## src/rtl/alu_srl_pkg.sv

```systemverilog
// Shared constants for the logical-shift-right unit: datapath width and
// the position of the shift-amount field inside rs2.
package alu_srl_pkg;
   localparam int XLEN     = 32;
   localparam int SHAMT_W  = 5;
   localparam int SHAMT_HI = SHAMT_W - 1;
   localparam int SHAMT_LO = 0;

   typedef logic [SHAMT_W-1:0] shamt_t;
endpackage

```

## src/rtl/alu_srl_stage.sv

```systemverilog
// One level of the logarithmic barrel shifter: shifts right by DIST with
// zero fill when enable is set, otherwise passes data through.
module alu_srl_stage
   import alu_srl_pkg::*;
#(
   parameter int WIDTH = XLEN,
   parameter int DIST  = 1
) (
   input  logic [WIDTH-1:0] data,
   input  logic             enable,
   output logic [WIDTH-1:0] shifted
);

   assign shifted = enable ? (data >> DIST) : data;

endmodule

```

## src/rtl/alu_srl.sv

```systemverilog
// Single-cycle logical shift right: rd = rs1 >> rs2[4:0], built from five
// barrel levels feeding a registered result and valid flag.
module alu_srl
   import alu_srl_pkg::*;
#(
   parameter int XLEN = alu_srl_pkg::XLEN
) (
   input  logic            clk,
   input  logic            rst_n,
   input  logic            in_valid,
   input  logic [XLEN-1:0] rs1,
   input  logic [XLEN-1:0] rs2,
   output logic            out_valid,
   output logic [XLEN-1:0] rd
);

   shamt_t          shamt;
   logic            rs2_unused;
   logic [XLEN-1:0] level [0:SHAMT_W];
   logic [XLEN-1:0] rd_reg;
   logic [XLEN-1:0] rd_next;
   logic            out_valid_reg;

   assign shamt      = rs2[SHAMT_HI:SHAMT_LO];
   // Upper rs2 bits carry no meaning for a 32-bit shift.
   assign rs2_unused = ^rs2[XLEN-1:SHAMT_W];
   assign level[0]   = rs1;

   generate
      for (genvar gi = 0; gi < SHAMT_W; gi++) begin : g_level
         alu_srl_stage #(
            .WIDTH (XLEN),
            .DIST  (1 << gi)
         ) u_stage (
            .data    (level[gi]),
            .enable  (shamt[gi]),
            .shifted (level[gi+1])
         );
      end
   endgenerate

   assign rd_next = level[SHAMT_W];

   // rd holds its last value across idle cycles; only out_valid drops.
   always_ff @(posedge clk or negedge rst_n) begin
      if (!rst_n) begin
         rd_reg        <= '0;
         out_valid_reg <= 1'b0;
      end else begin
         out_valid_reg <= in_valid;
         if (in_valid) begin
            rd_reg <= rd_next;
         end
      end
   end

   assign rd        = rd_reg;
   assign out_valid = out_valid_reg;

endmodule

```

## config.mk

```make
export PLATFORM = sky130hd
export DESIGN_NAME = alu_srl
export DESIGN_NICKNAME = d
export VERILOG_FILES = /design/src/rtl/alu_srl_pkg.sv /design/src/rtl/alu_srl_stage.sv /design/src/rtl/alu_srl.sv
export SDC_FILE = /design/constraint.sdc
export NUM_CORES = 1
export LEC_CHECK = 0
export CAP_MARGIN = 40
export CELL_PAD_IN_SITES_DETAIL_PLACEMENT = 1
export CELL_PAD_IN_SITES_GLOBAL_PLACEMENT = 2
export CORE_AREA = 3 3 104 106
export CTS_BUF_LIST = sky130_fd_sc_hd__clkbuf_4 sky130_fd_sc_hd__clkbuf_8 sky130_fd_sc_hd__clkbuf_16
export DETAILED_ROUTE_END_ITERATION = 12
export DIE_AREA = 0 0 107 109
export PLACE_DENSITY_LB_ADDON = 0.1
export SKIP_LAST_GASP = 1
export SYNTH_ARGS = -nofsm -noshare
export SYNTH_HDL_FRONTEND = slang
export SYNTH_HIERARCHICAL = 1
export SYNTH_SLANG_ARGS = --single-unit
```

## constraint.sdc

```tcl
create_clock -name clk -period 2.08 [get_ports clk]
set_input_delay 0.208 -clock clk [delete_from_list [all_inputs] [get_ports clk]]
set_output_delay 0.208 -clock clk [all_outputs]
set_load 0.01 [all_outputs]
```

## After elaboration in Yosys (flattened, before gate mapping)

Index checks and enable logic that the tools add are counted.
Widths: inputs -> output; s select.

| storage, ports and cells | value |
|---|---|
| bits in registers | 33 |
| input bits | 67 |
| output and inout port bits | 33 |
| word-level logic and storage cells | 7 |

| cells by class | value |
|---|---|
| multiplexer cells | 5 |

Operators with widths:

| cell | number |
|---|---|
| $mux 32 | 5 |

## Logic depth before layout (Yosys ltp)

| depth | value |
|---|---|
| word-level depth | 5 |
| mapped depth | 8 |
| mapped depth without buffers | 6 |

## Modules after synthesis

Netlist, hierarchy kept.

Modules (own cells, without submodules):

| module | times used | cells each | area an instance (um^2) |
|---|---|---|---|
| alu_srl | 1 | 69 | 1,370.1 |
| alu_srl_stage at g_level[0].u_stage | 1 | 36 | 535.5 |
| alu_srl_stage at g_level[1].u_stage | 1 | 36 | 523.0 |
| alu_srl_stage at g_level[2].u_stage | 1 | 36 | 503.0 |
| alu_srl_stage at g_level[3].u_stage | 1 | 35 | 354.1 |
| alu_srl_stage at g_level[4].u_stage | 1 | 35 | 307.8 |

## Least setup slack after synthesis

Ideal clock, no wire load.

| path | value |
|---|---|
| kind | input-to-reg |
| start point | in rs2[0] |
| end point | reg rd_reg[2], in the netlist rd[2] |
| arrival time | 2.050 ns |
| data required time | 1.955 ns |
| path slack | -0.096 ns |
| stages on the path | 8 |
| path buffers | 2 |
| path through | buf_6 buf_12 mux2_4 mux2_4 mux2_4 mux2_2 mux2_2 mux2_4 |

RTL lines:

| item | RTL line | RTL |
|---|---|---|
| start: declaration | alu_srl.sv:12 | `input logic [XLEN-1:0] rs2,` |
| end signal: assignment | alu_srl.sv:52 | `rd_reg <= rd_next;` |
| end: declaration | alu_srl.sv:20 | `logic [XLEN-1:0] rd_reg;` |

==> results.sh <==
export IMPL_async_flop_share_pct=100
export IMPL_cts_tree="done"
export IMPL_wl_mm=7.46
export IMPL_maxCapViolations=0
export IMPL_drc=0
export IMPL_path_class="input pin to flip-flop"
export IMPL_stdcell_count=451
export IMPL_reg2reg_setup_slack_ns=1.28
export IMPL_area_delta_synth_final_pct=26.1
export IMPL_dp_cells=440
export IMPL_clockBufferDepth=2
export IMPL_synth_most_common_cell="mux2_4"
export IMPL_grt_pass1_wl_mm=11.9
export IMPL_io_pin_count=100
export IMPL_fmax_mhz=487
export IMPL_totalPowerFinal_w=0.00238
export IMPL_vias=2088
export IMPL_clk_pin_slew_ns=0.07
export IMPL_grt_util_all_layers_pct=12.7
export IMPL_core_mm2=0.00986
export IMPL_reg2reg_to="rd[2]"
export IMPL_synth_edf_count=0
export IMPL_crit_path_max_fanout=2
export IMPL_placementRows=36
export IMPL_powerDensity_mw_per_mm2=525
export IMPL_synth_top_cells_by_count="113 x mux2_4, 48 x mux2_2, 33 x dfrtp_1, 27 x nor2b_1, 11 x buf_6"
export IMPL_fin_skew_ns=0
export IMPL_synth_cells=247
export IMPL_synth_top_cells_by_area="mux2_4 47%, dfrtp_1 23%, mux2_2 15%"
export IMPL_syn_cell_area_mm2=0.00359
export IMPL_grt_ovfl_total=0
export IMPL_insertion_delay_ns=0.28
export IMPL_cp_required_ns=2.25
export IMPL_cp_startpoint="rs1[2]"
export IMPL_timing_rr_start="rd[2]"
export IMPL_n_antenna_cell=0
export IMPL_critPathArrivalTime_ns=2.22
export IMPL_routed_via_density=4.63
export IMPL_hpwl_mm=5.99
export IMPL_drive_gt1_share_pct=59.1
export IMPL_antenna_found_initial=0
export IMPL_fillerInstances=1022
export IMPL_post_route_period_util_pct=98.8
export IMPL_root_buffer="clkbuf_8"
export IMPL_slew_headroom_pct=71.0
export IMPL_grt_pass1_vias=2110
export IMPL_rsz0062_at_grt="no"
export IMPL_wl_per_cell_um=16.5
export IMPL_holdBufCountCts=0
export IMPL_gp_routability_congestion=0.726
export IMPL_rr_worst_depth=1
export IMPL_syn_nets=314
export IMPL_final_max_slew_viol_count=0
export IMPL_pre_cts_ws_ns=-0.358
export IMPL_ys_seq_elements=33
export IMPL_regArea_um2=826
export IMPL_nets=384
export IMPL_critPathCapture="rd[2]"
export IMPL_die_w_um=107
export IMPL_antenna_left=0
export IMPL_start_kind="input pin"
export IMPL_max_vdd_ir_drop_uv=248
export IMPL_cts_made_buffers=5
export IMPL_hold_viol=0
export IMPL_initialDrtViolationCount=39
export IMPL_initial_utilization_pct=36.4
export IMPL_fp_dieArea_mm2=0.0117
export IMPL_firstDrtPassIters=4
export IMPL_status="complete, no violations"
export IMPL_largest_reg_flops=32
export IMPL_ys_warnings_count=6
export IMPL_ys_types=9
export IMPL_yosysTopAreaCell="mux2_4"
export IMPL_hold_depth=1
export IMPL_min_period_ns=2.05
export IMPL_clock_sinks=33
export IMPL_worstSetupEndpointType="flip-flop"
export IMPL_yosys_area_top_type_share_pct=47.2
export IMPL_tightest_slew_ns=0.435
export IMPL_portBuffers=72
export IMPL_htreeDepth=2
export IMPL_hp_class="input pin to flip-flop"
export IMPL_setup_ws_ns=0.0255
export IMPL_grt_max_degree=34
export IMPL_syn_avg_cell_area_um2=14.5
export IMPL_leakagePower_nw=2.25
export IMPL_post_cts_buffers=0
export IMPL_synthFlopType="dfrtp_1"
export IMPL_fp_dieH_um=109
export IMPL_yosysSeqAreaShare_pct=23.0
export IMPL_finalSetupViolCount=0
export IMPL_multi_input_area_mm2=0.00250
[layout by cell type, fill, tap and decap left out]
cell type        instances
and2b_1                  2
and2b_2                  2
buf_12                   8
buf_2                    3
buf_4                    2
buf_6                    1
clkbuf_16                3
clkbuf_8                 5
clkdlybuf4s50_1         39
clkinv_2                 2
clkinvlp_4               1
dfrtp_1                 33
dlygate4sd2_1           20
dlymetal6s2s_1           9
mux2_2                  32
mux2_4                 129
nor2b_1                 27
[how the worst min path moves through the flow]
stage                      endpoint  slack [ns]      from
after floorplan           out_valid       -0.09     rst_n
after global placement       rd[29]        0.49    rd[29]
after detailed placement     rd[29]        0.50    rd[29]
after CTS                 out_valid        0.20  in_valid
after global routing      out_valid        0.19  in_valid
final                     out_valid        0.20  in_valid
[per-layer routing]
| layer | part of all wire (%) | vias to the layer above | routed length (um) | track usage (%) |
|---|---|---|---|---|
| met5 | 0 | - | 0 | 0 |
| met4 | 0.75 | 0 | 56 | 2.47 |
| met3 | 3.9 | 4 | 289 | 1.48 |
| met2 | 47 | 56 | 3530 | 21.1 |
| met1 | 48 | 1003 | 3580 | 18.0 |
| li1 | - | 1025 | - | - |
[stage by stage]
| step | hold WS, ns | util [%] | setup TNS, ns | cell area [um2] |
|---|---|---|---|---|
| floorplan | -0.0876 | - | -1.34 | 3610 |
| global placement | 0.493 | 43.7 | -7.03 | 4310 |
| detailed placement | 0.496 | 43.7 | -7.30 | 4310 |
| CTS | 0.197 | 44.8 | -0.00831 | 4420 |
| global route | 0.193 | 45.9 | 0 | 4530 |
| finish | 0.204 | 45.9 | 0 | 4530 |
[layout make-up]
cell class | instances | area share, %
Clock inverter | 3 | 0.387
Tap cell | 133 | 3.67
Timing Repair Buffer | 85 | 21.1
Sequential cell | 33 | 18.2
Multi-Input combinational cell | 192 | 55.1
Clock buffer | 5 | 1.52
[cell families (layout without fill, tap and decap cells)]
group | after synthesis | in the layout | share of synthesized area (%)
mux | 161 | 161 | 62.3
buf+inv | 22 | 93 | 9.16
simple gates | 31 | 31 | 5.61
flops | 33 | 33 | 23.0
[power by group]
group	switching, W	internal, W
Combinational	0.000381	0.000743
Sequential	0.0000560	0.000728
Clock	0.000239	0.000231
[critical path, cell delays in order]
cell and delay (ns):
clkdlybuf4s50_1 0.41, mux2_4 0.28, mux2_4 0.27, mux2_4 0.27
mux2_2 0.26, mux2_4 0.27, mux2_4 0.26
[what timing repair did]
| item | 4_1_cts | 5_1_grt |
|---|---|---|
| cloned | 0 | 3 |
| resized for setup | 31 | 15 |
| endpoints found under the setup margin | 16 | 16 |
(Power assumes the default switching activity.)
